**config.mk**
```make
export PLATFORM = sky130hd
export DESIGN_NAME = alu_arbiter
export DESIGN_NICKNAME = d
export VERILOG_FILES = /design/src/rtl/alu_arbiter.sv
export SDC_FILE = /design/constraint.sdc
export NUM_CORES = 1
export LEC_CHECK = 0
export ABC_CLOCK_PERIOD_IN_PS = 8700
export BUFFER_PORTS_ARGS = -buffer_cell sky130_fd_sc_hd__buf_2
export CAP_MARGIN = 20
export CELL_PAD_IN_SITES_DETAIL_PLACEMENT = 0
export CELL_PAD_IN_SITES_GLOBAL_PLACEMENT = 1
export CORE_UTILIZATION = 49
export CTS_BUF_LIST = sky130_fd_sc_hd__clkbuf_4
export DETAILED_ROUTE_END_ITERATION = 10
export GPL_TIMING_DRIVEN = 1
export PLACE_DENSITY = 0.89
export SLEW_MARGIN = 20
export SYNTH_ARGS = -nofsm -noshare
export SYNTH_HDL_FRONTEND = slang
export SYNTH_SLANG_ARGS = --single-unit
export TNS_END_PERCENT = 50
```
**constraint.sdc**
```tcl
create_clock -name clk -period 8.7 [get_ports clk]
set_input_delay 0.435 -clock clk [delete_from_list [all_inputs] [get_ports clk]]
set_output_delay 0.435 -clock clk [all_outputs]
set_load 0.02 [all_outputs]
```
**src/rtl/alu_arbiter.sv**
```systemverilog
// Two-requester arbiter in front of a single registered ALU, with lock/ownership and abandon timeout.
// Define ALU_ARB_FIXED_PRIO_EN to make idle ties always favour requester 0 instead of round-robin.
module alu_arbiter #(
    parameter int unsigned LOCK_MAX = 8
) (
    input  logic        clk,
    input  logic        reset,
    input  logic        req0_valid,
    input  logic        req0_lock,
    input  logic [31:0] req0_A,
    input  logic [31:0] req0_B,
    input  logic [5:0]  req0_ALUFun,
    input  logic        req0_Sign,
    output logic        req0_ready,
    input  logic        req1_valid,
    input  logic        req1_lock,
    input  logic [31:0] req1_A,
    input  logic [31:0] req1_B,
    input  logic [5:0]  req1_ALUFun,
    input  logic        req1_Sign,
    output logic        req1_ready,
    output logic        rsp_valid,
    output logic        rsp_id,
    output logic [31:0] rsp_Z,
    output logic        rsp_zero,
    output logic        busy
);

    typedef enum logic [1:0] {StIdle, StOwn0, StOwn1} state_e;

    localparam logic [4:0] LockMax = 5'(LOCK_MAX);

    state_e      state_q, state_d;
    logic        rr_q, rr_d;
    logic [3:0]  lock_cnt_q, lock_cnt_d;
    logic [1:0]  to_cnt_q, to_cnt_d;

    logic        op_valid_q, op_valid_d;
    logic        op_id_q, op_id_d;
    logic [31:0] op_a_q, op_a_d;
    logic [31:0] op_b_q, op_b_d;
    logic [5:0]  op_fun_q, op_fun_d;
    logic        op_sign_q, op_sign_d;

    logic        rsp_valid_q, rsp_valid_d;
    logic        rsp_id_q, rsp_id_d;
    logic [31:0] rsp_z_q, rsp_z_d;
    logic        rsp_zero_q, rsp_zero_d;

    logic        tie_pick, own_valid, acc, acc_id, acc_lock;
    logic [4:0]  lock_inc;
    logic [31:0] alu_z;
    logic        alu_zero;
    logic [4:0]  shamt;

`ifdef ALU_ARB_FIXED_PRIO_EN
    assign tie_pick = 1'b0;
`else
    assign tie_pick = rr_q;
`endif

    assign acc       = (req0_valid && req0_ready) || (req1_valid && req1_ready);
    assign acc_id    = req1_valid && req1_ready;
    assign acc_lock  = acc_id ? req1_lock : req0_lock;
    assign own_valid = (state_q == StOwn1) ? req1_valid : req0_valid;
    assign lock_inc  = {1'b0, lock_cnt_q} + 5'd1;

    always_ff @(posedge clk or negedge reset) begin
        if (!reset) begin
            state_q     <= StIdle;
            rr_q        <= 1'b0;
            lock_cnt_q  <= '0;
            to_cnt_q    <= '0;
            op_valid_q  <= 1'b0;
            op_id_q     <= 1'b0;
            op_a_q      <= '0;
            op_b_q      <= '0;
            op_fun_q    <= '0;
            op_sign_q   <= 1'b0;
            rsp_valid_q <= 1'b0;
            rsp_id_q    <= 1'b0;
            rsp_z_q     <= '0;
            rsp_zero_q  <= 1'b0;
        end else begin
            state_q     <= state_d;
            rr_q        <= rr_d;
            lock_cnt_q  <= lock_cnt_d;
            to_cnt_q    <= to_cnt_d;
            op_valid_q  <= op_valid_d;
            op_id_q     <= op_id_d;
            op_a_q      <= op_a_d;
            op_b_q      <= op_b_d;
            op_fun_q    <= op_fun_d;
            op_sign_q   <= op_sign_d;
            rsp_valid_q <= rsp_valid_d;
            rsp_id_q    <= rsp_id_d;
            rsp_z_q     <= rsp_z_d;
            rsp_zero_q  <= rsp_zero_d;
        end
    end

    always_comb begin
        state_d    = state_q;
        rr_d       = rr_q;
        lock_cnt_d = lock_cnt_q;
        to_cnt_d   = to_cnt_q;
        // Every accept points the tie-break away from the requester just served.
        if (acc) begin
            rr_d = ~acc_id;
        end
        unique case (state_q)
            StIdle: begin
                to_cnt_d = '0;
                if (acc && acc_lock && (LockMax > 5'd1)) begin
                    state_d    = acc_id ? StOwn1 : StOwn0;
                    lock_cnt_d = 4'd1;
                end
            end
            StOwn0, StOwn1: begin
                if (acc) begin
                    to_cnt_d = '0;
                    if (!acc_lock || (lock_inc >= LockMax)) begin
                        state_d    = StIdle;
                        lock_cnt_d = '0;
                    end else begin
                        lock_cnt_d = lock_inc[3:0];
                    end
                end else if (!own_valid) begin
                    // Owner silent for four cycles in a row: give the ALU back.
                    if (to_cnt_q == 2'd3) begin
                        state_d    = StIdle;
                        lock_cnt_d = '0;
                        to_cnt_d   = '0;
                    end else begin
                        to_cnt_d = to_cnt_q + 2'd1;
                    end
                end
            end
            default: state_d = StIdle;
        endcase
    end

    always_comb begin
        req0_ready = 1'b0;
        req1_ready = 1'b0;
        unique case (state_q)
            StIdle: begin
                if (req0_valid && req1_valid) begin
                    req0_ready = !tie_pick;
                    req1_ready = tie_pick;
                end else begin
                    req0_ready = req0_valid;
                    req1_ready = req1_valid;
                end
            end
            StOwn0:  req0_ready = req0_valid;
            StOwn1:  req1_ready = req1_valid;
            default: ;
        endcase
    end

    always_comb begin
        op_valid_d = acc;
        op_id_d    = op_id_q;
        op_a_d     = op_a_q;
        op_b_d     = op_b_q;
        op_fun_d   = op_fun_q;
        op_sign_d  = op_sign_q;
        if (acc) begin
            op_id_d   = acc_id;
            op_a_d    = acc_id ? req1_A : req0_A;
            op_b_d    = acc_id ? req1_B : req0_B;
            op_fun_d  = acc_id ? req1_ALUFun : req0_ALUFun;
            op_sign_d = acc_id ? req1_Sign : req0_Sign;
        end
    end

    // The single shared ALU, fed only from the op-stage registers.
    assign shamt = op_b_q[4:0];
    always_comb begin
        alu_z = '0;
        case (op_fun_q)
            6'd0: alu_z = op_a_q + op_b_q;
            6'd1: alu_z = op_a_q - op_b_q;
            6'd2: alu_z = op_a_q & op_b_q;
            6'd3: alu_z = op_a_q | op_b_q;
            6'd4: alu_z = op_a_q ^ op_b_q;
            6'd5: alu_z = ~(op_a_q | op_b_q);
            6'd6: begin
                if (op_sign_q) alu_z = {31'd0, $signed(op_a_q) < $signed(op_b_q)};
                else           alu_z = {31'd0, op_a_q < op_b_q};
            end
            6'd7: alu_z = op_a_q << shamt;
            6'd8: begin
                if (op_sign_q) alu_z = $signed(op_a_q) >>> shamt;
                else           alu_z = op_a_q >> shamt;
            end
            default: alu_z = '0;
        endcase
    end
    assign alu_zero = (alu_z == 32'd0);

    always_comb begin
        rsp_valid_d = op_valid_q;
        rsp_id_d    = rsp_id_q;
        rsp_z_d     = rsp_z_q;
        rsp_zero_d  = rsp_zero_q;
        if (op_valid_q) begin
            rsp_id_d   = op_id_q;
            rsp_z_d    = alu_z;
            rsp_zero_d = alu_zero;
        end
    end

    assign rsp_valid = rsp_valid_q;
    assign rsp_id    = rsp_id_q;
    assign rsp_Z     = rsp_z_q;
    assign rsp_zero  = rsp_zero_q;
    assign busy      = (state_q != StIdle) || op_valid_q;

endmodule

```
==> summary.md <==
| Metric | Value |
|---|---|
| Status | finished clean |
| Syn-to-layout area delta | 13.0% |
| CORE AREA | about 0.030 sq mm |
| Cell family with most CP delay | simple AND/OR/NAND/NOR gates |
| Post-Synth XOR/XNOR Area | 0.00694 |
| TNS Setup | 0 ns |
| Number of DRC markers in iteration 0 | 2728 |
| Antenna Nets Post-Route | 0 |
| Yosys cell types | about 100 |
| # clock sinks | 117 |
| Syn Inst Count | 1950 |
| Nets | 2356 |
| Final setup viols | 0 |
| Syn avg cell area | a little under 8 sq um |
| Clock transition at path regs | 0.13 ns |
| R2R Setup Slk | around 3.6 ns |
| Clk buf depth | 2 |
| Register area share after synthesis | 0.193 |
| Synth area leaders | dfrtp_1, ha_1, mux2i_1, nand2_1, o21ai_0 |
| Initial Utilization | 0.504 |
| Area leader, netlist | dfrtp_1 |
| TritonCTS clock tree | yes |
| Min cycle time layout | roughly 5 ns |
| GPL Wtd Cong | about 1.1 |
| Slowest Stage Delay on Critical Path | about 0.63 ns |
| Via count | 17300 |
| Top routing layer in use | met5 |
| Main combinational cell family by area after synthesis | compound AO/OA/AOI/OAI gates |
| Clock root cell | clkbuf_4 |
| Crit. End Element | flop |
| DR WL met2 | 28.2 mm |
| Post-Synthesis Cell Area | between 0.015 and 0.02 sq mm |
| Pre-CTS setup slack | between 3 and 4 ns |
| Initial antenna violation count | 5 |
| Die area | between 0.03 and 0.04 sq mm |
| Post-Synth Simple-Gate Area | 0.206 |
| Largest net degree at the start of global routing | 102 |
| CP max stage cell | dfrtp_2 |
| Gr ovfl total | 0 |
| Final hold violation count | 0 |
| Clk_lat worst skew | between 0.6 and 0.7 ns |
| Met1 wire length | between 20 and 30 mm |
| RSZ-0062 raised after global routing | false |
| Final Skew | between 0.03 and 0.04 ns |
| Met3 wire len | around 8.6 mm |
| WL final | 67.1 mm |
| Fillers | about 2800 |
| H-tree depth | 4 |
| Max Slew Vio Count | 0 |
| Syn_nets | roughly 2200 |
| Yosys Warn Count | 0 |
| Share of flip-flops with an asynchronous set or reset | 1.00 |
| Final setup margin | ~3.6 ns |
| Multiplexer share of the synthesized area | 0.165 |
| Most common cell after layout, fill and taps aside | nand2_1 |
| Vias per std cell | approximately 7 |
| Slew HR | 0.142 |
| Cell chain of the critical path | inv_1 -> buf_4 -> ha_1 -> nor2_1 -> o311ai_2 -> a2111oi_2 -> nor3_2 -> nor4b_4 -> a21oi_1 -> o21ai_2 -> a31oi_1 -> or3_1 -> or4_4 -> o32ai_2 |
| Util after Layout | 0.569 |
| CP arrival | ~5.7 ns |
| Die W | about 180 um |
| First-pass GRT wire length | 99.6 mm |
| FP Rows | 63 |
| Vias in the first global route | 15900 |
| Period utilisation layout | 0.590 |
| EDFF count, synth | 0 |
| Critical Path RT | just over 9 ns |
| Share of cells above drive strength 1 | 0.181 |
| Buffers & Inverters on Critical Path | 2 |
| Num CTS Buffers | 17 |
| Max-cap violations | 0 |
| Yosys top cell area share | 0.193 |
| Synth Area in Adders | 0.0886 |
| Slew @ Worst Pin | roughly 1.3 ns |
| Die Ht | between 150 and 200 um |
| Post-synthesis compound-gate area fraction | 0.268 |
| Worst hold slack | 0.0353 ns |
| Worst Setup Start Kind | flop |
| Commonest non-fill, non-tap cells in the layout | nand2_1, buf_2, nor2_1, o21ai_0, a21oi_1 |
| Most used DFF post-synth | dfrtp_1 |
| Crit path max fanout | 40 |
| Number of port buffers | 185 |
| Setup Buffers After CTS | 0 |
| Sequential Area | 0.00294 sq mm |
| Dpl hpwl | roughly 50 mm |
| Max Clock Freq | 195 MHz |
| Crit Path Category | reg2reg |
| Wirelength per Cell | 26.7 um |
| Flop and latch count out of synthesis | about 120 |
| Post-route DRC | 0 |
| Area of the multi-input gates | 0.0112 sq mm |
| GR Util All Layers | 0.426 |
| IO Count | ~190 |
| Pre-antenna DRT Iters | 9 |
| Worst Hold Class | in2reg |
## logic make-up (layout without fill, tap and decap cells)
kind of cell / after synthesis / after routing
AO/OA/AOI/OAI: 605 / 605
XOR/XNOR: 12 / 12
adder cells (fa/ha/maj): 106 / 106
buffers and inverters: 251 / 416
flip-flops: 117 / 117
multiplexers: 200 / 200
other: 0 / 5
AND/OR/NAND/NOR: 659 / 659
## Yosys cell counts (35+ instances only)
| cell type | count |
|---|---|
| inv_1 | 98 |
| clkbuf_1 | 89 |
| mux4_2 | 35 |
| mux2i_1 | 117 |
| nand2_1 | 230 |
| mux2_2 | 46 |
| nor2_1 | 168 |
| ha_1 | 104 |
| o21ai_0 | 158 |
| nor3_1 | 48 |
| nand3_1 | 51 |
| a21oi_1 | 135 |
| dfrtp_1 | 117 |
## worst paths after layout
kind / from / endpoint / cells after the start
setup / recovery: op_b_q[2] / rsp_zero / 14
hold / removal: req1_B[17] / op_b_q[17] / 3
setup reg to reg: op_b_q[2] / rsp_zero / 14
hold reg to reg: op_id_q / op_id_q / 1
max in group asynchronous: reset / op_valid_q / 3
min in group asynchronous: reset / op_b_q[7] / 2
## per-layer routing
layer / vias up / global-route usage
li1: 7550 / -
met5: - / 0
met2: 1270 / 0.623
met1: 8218 / 0.573
met4: 2 / 0.198
met3: 257 / 0.125
## timing repair
item	4_1_cts	5_1_grt
endpoints found under the hold margin	119	1
gates resized for setup	0	0
hold buffers	67	1
## state kept, by name, summed over array words and instances (netlist names)
name	count
op_a_q	32
op_b_q	32
rsp_Z	32
op_fun_q	6
lock_cnt_q	4
state_q	2
to_cnt_q	2
op_id_q	1
op_sign_q	1
op_valid_q	1
rr_q	1
rsp_id	1
rsp_valid	1
rsp_zero	1
## through the flow
stage | std cells | instance area, sq um
final | 2510 | 17100
after CTS | 2504 | 17100
after global placement | 2405 | 16100
after floorplan | 1950 | 15100
after detailed placement | 2405 | 16100
after global routing | 2508 | 17100
## worst reg2reg max path: cells and delay by family, from the launching register on
family,cells,cell delay [ns]
fa+ha+maj,1,0.43
simple gates,5,1.83
flops,1,0.63
buf+inv,2,0.57
compound gates,6,1.60
## final cells by class
type,instances,share of cell area
multi-input cells,1582,0.653
clock buffers,17,0.00746
clock inverters,15,0.00915
flip-flops and latches,117,0.172
diodes,5,0.000732
repair buffers,282,0.107
well taps,390,0.0285
inverters,102,0.0224
Power is not shown: default switching activity piles up to over one toggle a cycle in this logic, so the estimate is an artifact.
